File: config.mk
export PLATFORM = sky130hd
export DESIGN_NAME = fnd_prog_clock_divider
export DESIGN_NICKNAME = d
export VERILOG_FILES = /design/src/rtl/fnd_prog_clock_divider.sv
export SDC_FILE = /design/constraint.sdc
export NUM_CORES = 1
export LEC_CHECK = 0
export BUFFER_PORTS_ARGS = -buffer_cell sky130_fd_sc_hd__buf_2
export CORE_MARGIN = 5
export CORE_UTILIZATION = 30
export DETAILED_ROUTE_END_ITERATION = 12
export PLACE_DENSITY = 0.51
export SYNTH_ARGS = -nofsm -noshare
export SYNTH_HDL_FRONTEND = slang
export SYNTH_SLANG_ARGS = --single-unit
File: constraint.sdc
create_clock -name i_clk -period 3.55 [get_ports i_clk]
set_clock_uncertainty 0.15 [all_clocks]
set_input_delay 0.71 -clock i_clk [delete_from_list [all_inputs] [get_ports i_clk]]
set_output_delay 0.71 -clock i_clk [all_outputs]
set_load 0.005 [all_outputs]
File: src/rtl/fnd_prog_clock_divider.sv
// fnd_prog_clock_divider
//   Runtime-programmable half-period clock divider for FND (7-segment) digit
//   scanning. It produces a toggled divided clock, a one-cycle tick on every
//   toggle and a wrapping digit-scan index. A new divisor can be loaded at any
//   time. It takes effect only at a period boundary, so the divided clock never
//   sees a truncated half-period.
//
//   Optional feature (macro FND_DIGIT_ONEHOT_EN): adds o_digit_an, an
//   active-low one-hot anode drive that follows o_digit_sel.
//
// Ports:
//   i_clk           system clock
//   i_reset         synchronous active-high reset
//   i_enable        count enable; low freezes counter, o_clk and o_digit_sel
//   i_div_value     requested half-period in i_clk cycles (0 is treated as 1)
//   i_div_load      single-cycle strobe that captures i_div_value
//   o_clk           divided clock, toggles every half-period
//   o_tick          one-cycle pulse on every o_clk toggle
//   o_digit_sel     current digit index, wraps at NUM_DIGITS-1
//   o_load_pending  a captured divisor is waiting for the next period boundary
//   o_half_active   half-period currently in force
//   o_digit_an      (FND_DIGIT_ONEHOT_EN only) active-low one-hot anode drive

module fnd_prog_clock_divider #(
  parameter int unsigned CNT_W        = 32,
  parameter int unsigned DEFAULT_HALF = 5_000_000,
  parameter int unsigned NUM_DIGITS   = 4,
  parameter int unsigned SEL_W        = 2
) (
  input  logic             i_clk,
  input  logic             i_reset,
  input  logic             i_enable,
  input  logic [CNT_W-1:0] i_div_value,
  input  logic             i_div_load,
  output logic             o_clk,
  output logic             o_tick,
  output logic [SEL_W-1:0] o_digit_sel,
  output logic             o_load_pending,
  output logic [CNT_W-1:0] o_half_active
`ifdef FND_DIGIT_ONEHOT_EN
  ,
  output logic [NUM_DIGITS-1:0] o_digit_an
`endif
);

  // A half-period of 0 is meaningless; it is coerced to 1 everywhere.
  localparam logic [CNT_W-1:0] DefaultH  = (DEFAULT_HALF == 0) ? CNT_W'(1) : CNT_W'(DEFAULT_HALF);
  localparam logic [SEL_W-1:0] LastDigit = SEL_W'(NUM_DIGITS - 1);

  logic [CNT_W-1:0] r_cnt;
  logic [CNT_W-1:0] r_half;
  logic [CNT_W-1:0] r_shadow;
  logic             r_pending;
  logic             r_clk;
  logic             r_tick;
  logic [SEL_W-1:0] r_sel;

  logic             w_tc;
  logic [CNT_W-1:0] w_div_sat;
  logic [SEL_W-1:0] w_sel_next;

  // r_half is never 0, so r_half - 1 cannot underflow.
  assign w_tc       = i_enable && (r_cnt == (r_half - CNT_W'(1)));
  assign w_div_sat  = (i_div_value == '0) ? CNT_W'(1) : i_div_value;
  assign w_sel_next = (r_sel == LastDigit) ? '0 : r_sel + SEL_W'(1);

  always_ff @(posedge i_clk) begin
    if (i_reset) begin
      r_cnt     <= '0;
      r_half    <= DefaultH;
      r_shadow  <= DefaultH;
      r_pending <= 1'b0;
      r_clk     <= 1'b0;
      r_tick    <= 1'b0;
      r_sel     <= '0;
    end else begin
      // Counter, divided clock and digit index.
      if (w_tc) begin
        r_cnt  <= '0;
        r_clk  <= ~r_clk;
        r_tick <= 1'b1;
        r_sel  <= w_sel_next;
      end else begin
        if (i_enable) begin
          r_cnt <= r_cnt + CNT_W'(1);
        end
        r_tick <= 1'b0;
      end

      // Divisor update only at a period boundary; a load coinciding with the
      // boundary bypasses the shadow register and never raises pending.
      if (w_tc) begin
        if (i_div_load) begin
          r_half    <= w_div_sat;
          r_pending <= 1'b0;
        end else if (r_pending) begin
          r_half    <= r_shadow;
          r_pending <= 1'b0;
        end
      end else if (i_div_load) begin
        r_shadow  <= w_div_sat;
        r_pending <= 1'b1;
      end
    end
  end

  assign o_clk          = r_clk;
  assign o_tick         = r_tick;
  assign o_digit_sel    = r_sel;
  assign o_load_pending = r_pending;
  assign o_half_active  = r_half;

`ifdef FND_DIGIT_ONEHOT_EN
  logic [NUM_DIGITS-1:0] r_an;

  always_ff @(posedge i_clk) begin
    if (i_reset) begin
      r_an <= ~NUM_DIGITS'(1);
    end else if (w_tc) begin
      r_an <= ~(NUM_DIGITS'(1) << w_sel_next);
    end
  end

  assign o_digit_an = r_an;
`endif

endmodule

==> results.tsv <==
stage	metric	value	unit
floorplanning	Rows	51	
route	metal2 WL	7.44	mm
cells_and_area	share of layout cells above drive strength 1	26.7	%
sta	slew margin rel.	63.1	%
power	PwrDens	301	mW/mm^2
synth	post-synthesis xor/xnor area fraction	10.2	%
sta	minimum clock period	3.65	ns
global_route	total track usage	14.0	%
sta	final setup violation count	29	
global_route	Remaining Overflow, GRT	0	
clock_network	CTS tree	built	
synth	cell area after synthesis	0.00591	sq mm
route	Vias per Instance	4.71	
synth	most area-hungry cell type in the Yosys netlist	dfxtp_1	
placement	port buffer count	72	
synth	mux share of post-synthesis cell area	15.9	%
cells_and_area	commonest non-fill, non-tap cell in the layout	nor2_1	
critical_path	CP top delay family	simple AND/OR/NAND/NOR gates	
route	WL met1	8.04	mm
synth	Post-Synth Simple-Gate Area	28.8	%
synth	largest family of logic cells by synthesized area	simple AND/OR/NAND/NOR gates	
cells_and_area	fin nets	839	
synth	share of the synthesized area in the top cell type	34.2	%
route	Initial DRT Pass Iterations	4	
status	run status	complete, but fails checks	
placement	HPWL after DPL	11.9	mm
critical_path	critical path data required time	3.64	ns
synth	register area share after synthesis	34.2	%
power	sw power	582	uW
clock_network	Clock Latency Late Sink	0.35	ns
route	ANT nets after route	0	
clock_network	CTS root buf	clkbuf_16	
sta	worst-margin pin slew	0.549	ns
critical_path	CP bufs+invs	3	
power	P_int	1.73	mW
job	Max-Cap Viols	0	
synth	adder and majority gate portion of the synthesized area	0.635	%
sta	post-route setup slack	-0.0979	ns
cells_and_area	antenna cell count	0	
route	DRC	0	
synth	post-synth cell types	55	
route	Top Metal Used	met4	
global_route	vias in the first global route	4744	
floorplanning	die extent in x	150	um
placement	gpl congestion	0.827	
clock_network	Clock Sinks	101	
cells_and_area	non-filler cells, final	1070	
cells_and_area	commonest non-fill, non-tap cells in the layout	100 x nor2_1, 97 x dfxtp_1, 71 x buf_2	
sta	worst hold slack	0.323	ns
floorplanning	die area	0.0226	sq mm
synth	Primary FF master, synth	dfxtp_1	
sta	Final TNS setup	-1.99	ns
route	met3 wire len	496	um
synth	synth top area cells	dfxtp_1 34%, mux2i_1 11%, nor2_1 6.4%	
status	failing checks	negative setup slack	
critical_path	Setup crit end kind	flop	
critical_path	crit path kind	reg -> reg	
power	VDD IR max	0.187	mV
clock_network	Max Root-Sink Buffers	2	
critical_path	Startpoint Class	flop	
route	initial DRC count	261	
critical_path	Slowest-stage cell, CP	or4b_4	
critical_path	crit path cell chain	inv_2 -> ha_4 -> or4b_4 -> or4_4 -> or4b_4 -> o32ai_2 -> nand2_1 -> or4_4 -> nor3_4 -> buf_12 -> buf_12 -> mux2_1	
power	Leakage Power	3.11	nW
critical_path	crit path max fanout	8	
synth	ys async rst share	0	%
synth	Compound-Gate Fraction of Synth Area	6.65	%
synth	number of synthesized flops with an enable pin	0	
power	Comb power frac	8.8	%
floorplanning	starting density of the core	30.5	%
sta	Pins Over Slew Limit	0	
hold_path	worst hold path class	reg -> reg	
clock_network	CTS clk-pin slew, worst paths	0.07	ns
power	Clk pwr share	40.6	%
critical_path	CP peak stage delay	0.49	ns
placement	DP Cell Count	1042	
global_route	largest net degree at the start of global routing	71	
power	sequential share of power	50.6	%
global_route	first-pass GRT wire length	25.2	mm
route	drt total wl	16.3	mm
floorplanning	Die Span Y	150	um
floorplanning	Core ar.	0.0194	sq mm
synth	Post-Syn Nets	720	
critical_path	crit path DAT	3.73	ns
synth	syn avg cell area	8.68	sq um
global_route	initial antenna violation count	0	
synth	Yosys warnings	0	
synth	synthesized flop and latch total	101	
sta	Peak Freq	0.274	GHz
route	Vias	5038	
sta	Period Utilization, post-route	103	%
clock_network	clock buffer count from CTS	9	
cells_and_area	Area Overhead vs Synth	30.0	%
power	sw frac	25.1	%
synth	Mapped Cells	681	
clock_network	H-tree depth	3	
floorplanning	num ports	73	
sta	unrepaired setup endpoints after global routing	true	
sta	Final Hold Viols	0	
route	wire per inst	15.2	um
-- routing by layer --
metal	global-route usage [%]	up-vias
met1	20.0	2317
met2	21.9	77
met4	4.67	0
met5	0	-
met3	1.87	20
li1	-	2624
-- stage by stage --
stage	worst slack, ns	total power [mW]	cell area, sq um	util [%]
3_5_place_dp	-0.103	1.39	7050	36.3
6_report	-0.0979	2.31	7680	39.6
2_1_floorplan	-0.121	1.32	5990	-
5_1_grt	-0.215	2.41	7680	39.6
4_1_cts	-0.0873	2.33	7390	38.1
3_3_place_gp	-0.0977	1.39	7050	36.3
-- final cells by class --
cell class	count	area [sq um]
timing repair buffer	148	1140
clock buffer	9	225
tap	265	332
fill	2031	11700
inverter	7	26.3
sequential	101	2030
multi-input combinational	533	3880
clock inverter	7	48.8
-- Yosys cell counts (3+ instances only) --
library cell and number:
dfxtp_1 101, nor2_1 101, mux2i_1 66, nand2b_1 53
xor2_1 41, clkbuf_1 30, nor2b_1 30, xnor2_1 28
mux2_1 22, nand2_1 18, nand3_1 18, nor4_1 18
or3_1 15, nor3_1 14, or4_1 13, a211oi_1 12
nand4_1 12, o21ai_0 9, a21oi_1 7, and3_1 7
inv_1 7, buf_2 5, a31oi_1 4, a211o_1 3
ha_1 3, mux2_2 3, nor4b_1 3, o211ai_1 3
-- registers in the layout (all words and copies together), names as in the netlist --
name            count
o_half_active      32
r_cnt              32
r_shadow           32
o_digit_sel         2
o_clk               1
o_load_pending      1
o_tick              1
-- worst paths after layout --
| path | from | depth (start not counted) | endpoint | slack [ns] |
|---|---|---|---|---|
| max | o_half_active[1] | 12 | o_half_active[1] | -0.1 |
| min | r_shadow[2] | 2 | r_shadow[2] | 0.32 |
| max reg2reg | o_half_active[1] | 12 | o_half_active[1] | -0.1 |
| min reg2reg | r_shadow[2] | 2 | r_shadow[2] | 0.32 |
-- worst register-to-register path, delay by kind of cell (launching register included) --
family | cells | cell delay, ns
fa+ha+maj | 1 | 0.13
buf+inv | 3 | 0.37
compound gates | 1 | 0.13
simple gates | 6 | 2.09
mux | 1 | 0.33
flops | 1 | 0.34
-- what timing repair did --
action / 4_1_cts / 5_1_grt
cloned: 1 / 6
gates resized for setup: 3 / 32
pin swaps: 2 / 2
buffers inserted: 3 / 2
hold buffers: 0 / 0
endpoints found under the hold margin: 0 / 0
endpoints found under the setup margin: 30 / 98
-- power by group through the flow --
stage               sequential, mW  combinational [mW]  clock (mW)
floorplan                     1.20               0.122           0
global placement              1.20               0.192           0
detailed placement            1.20               0.193           0
CTS                           1.17               0.193       0.966
global route                  1.17               0.226        1.01
finish                        1.17               0.203       0.940
-- logic make-up (layout without fill, tap and decap cells) --
family	count (synthesis)	count (layout)
flops	101	101
simple gates	315	315
buf+inv	47	171
fa+ha+maj	3	3
xor+xnor	69	69
mux	91	91
compound gates	55	55
Note: power is estimated with default switching activity, not from simulation.
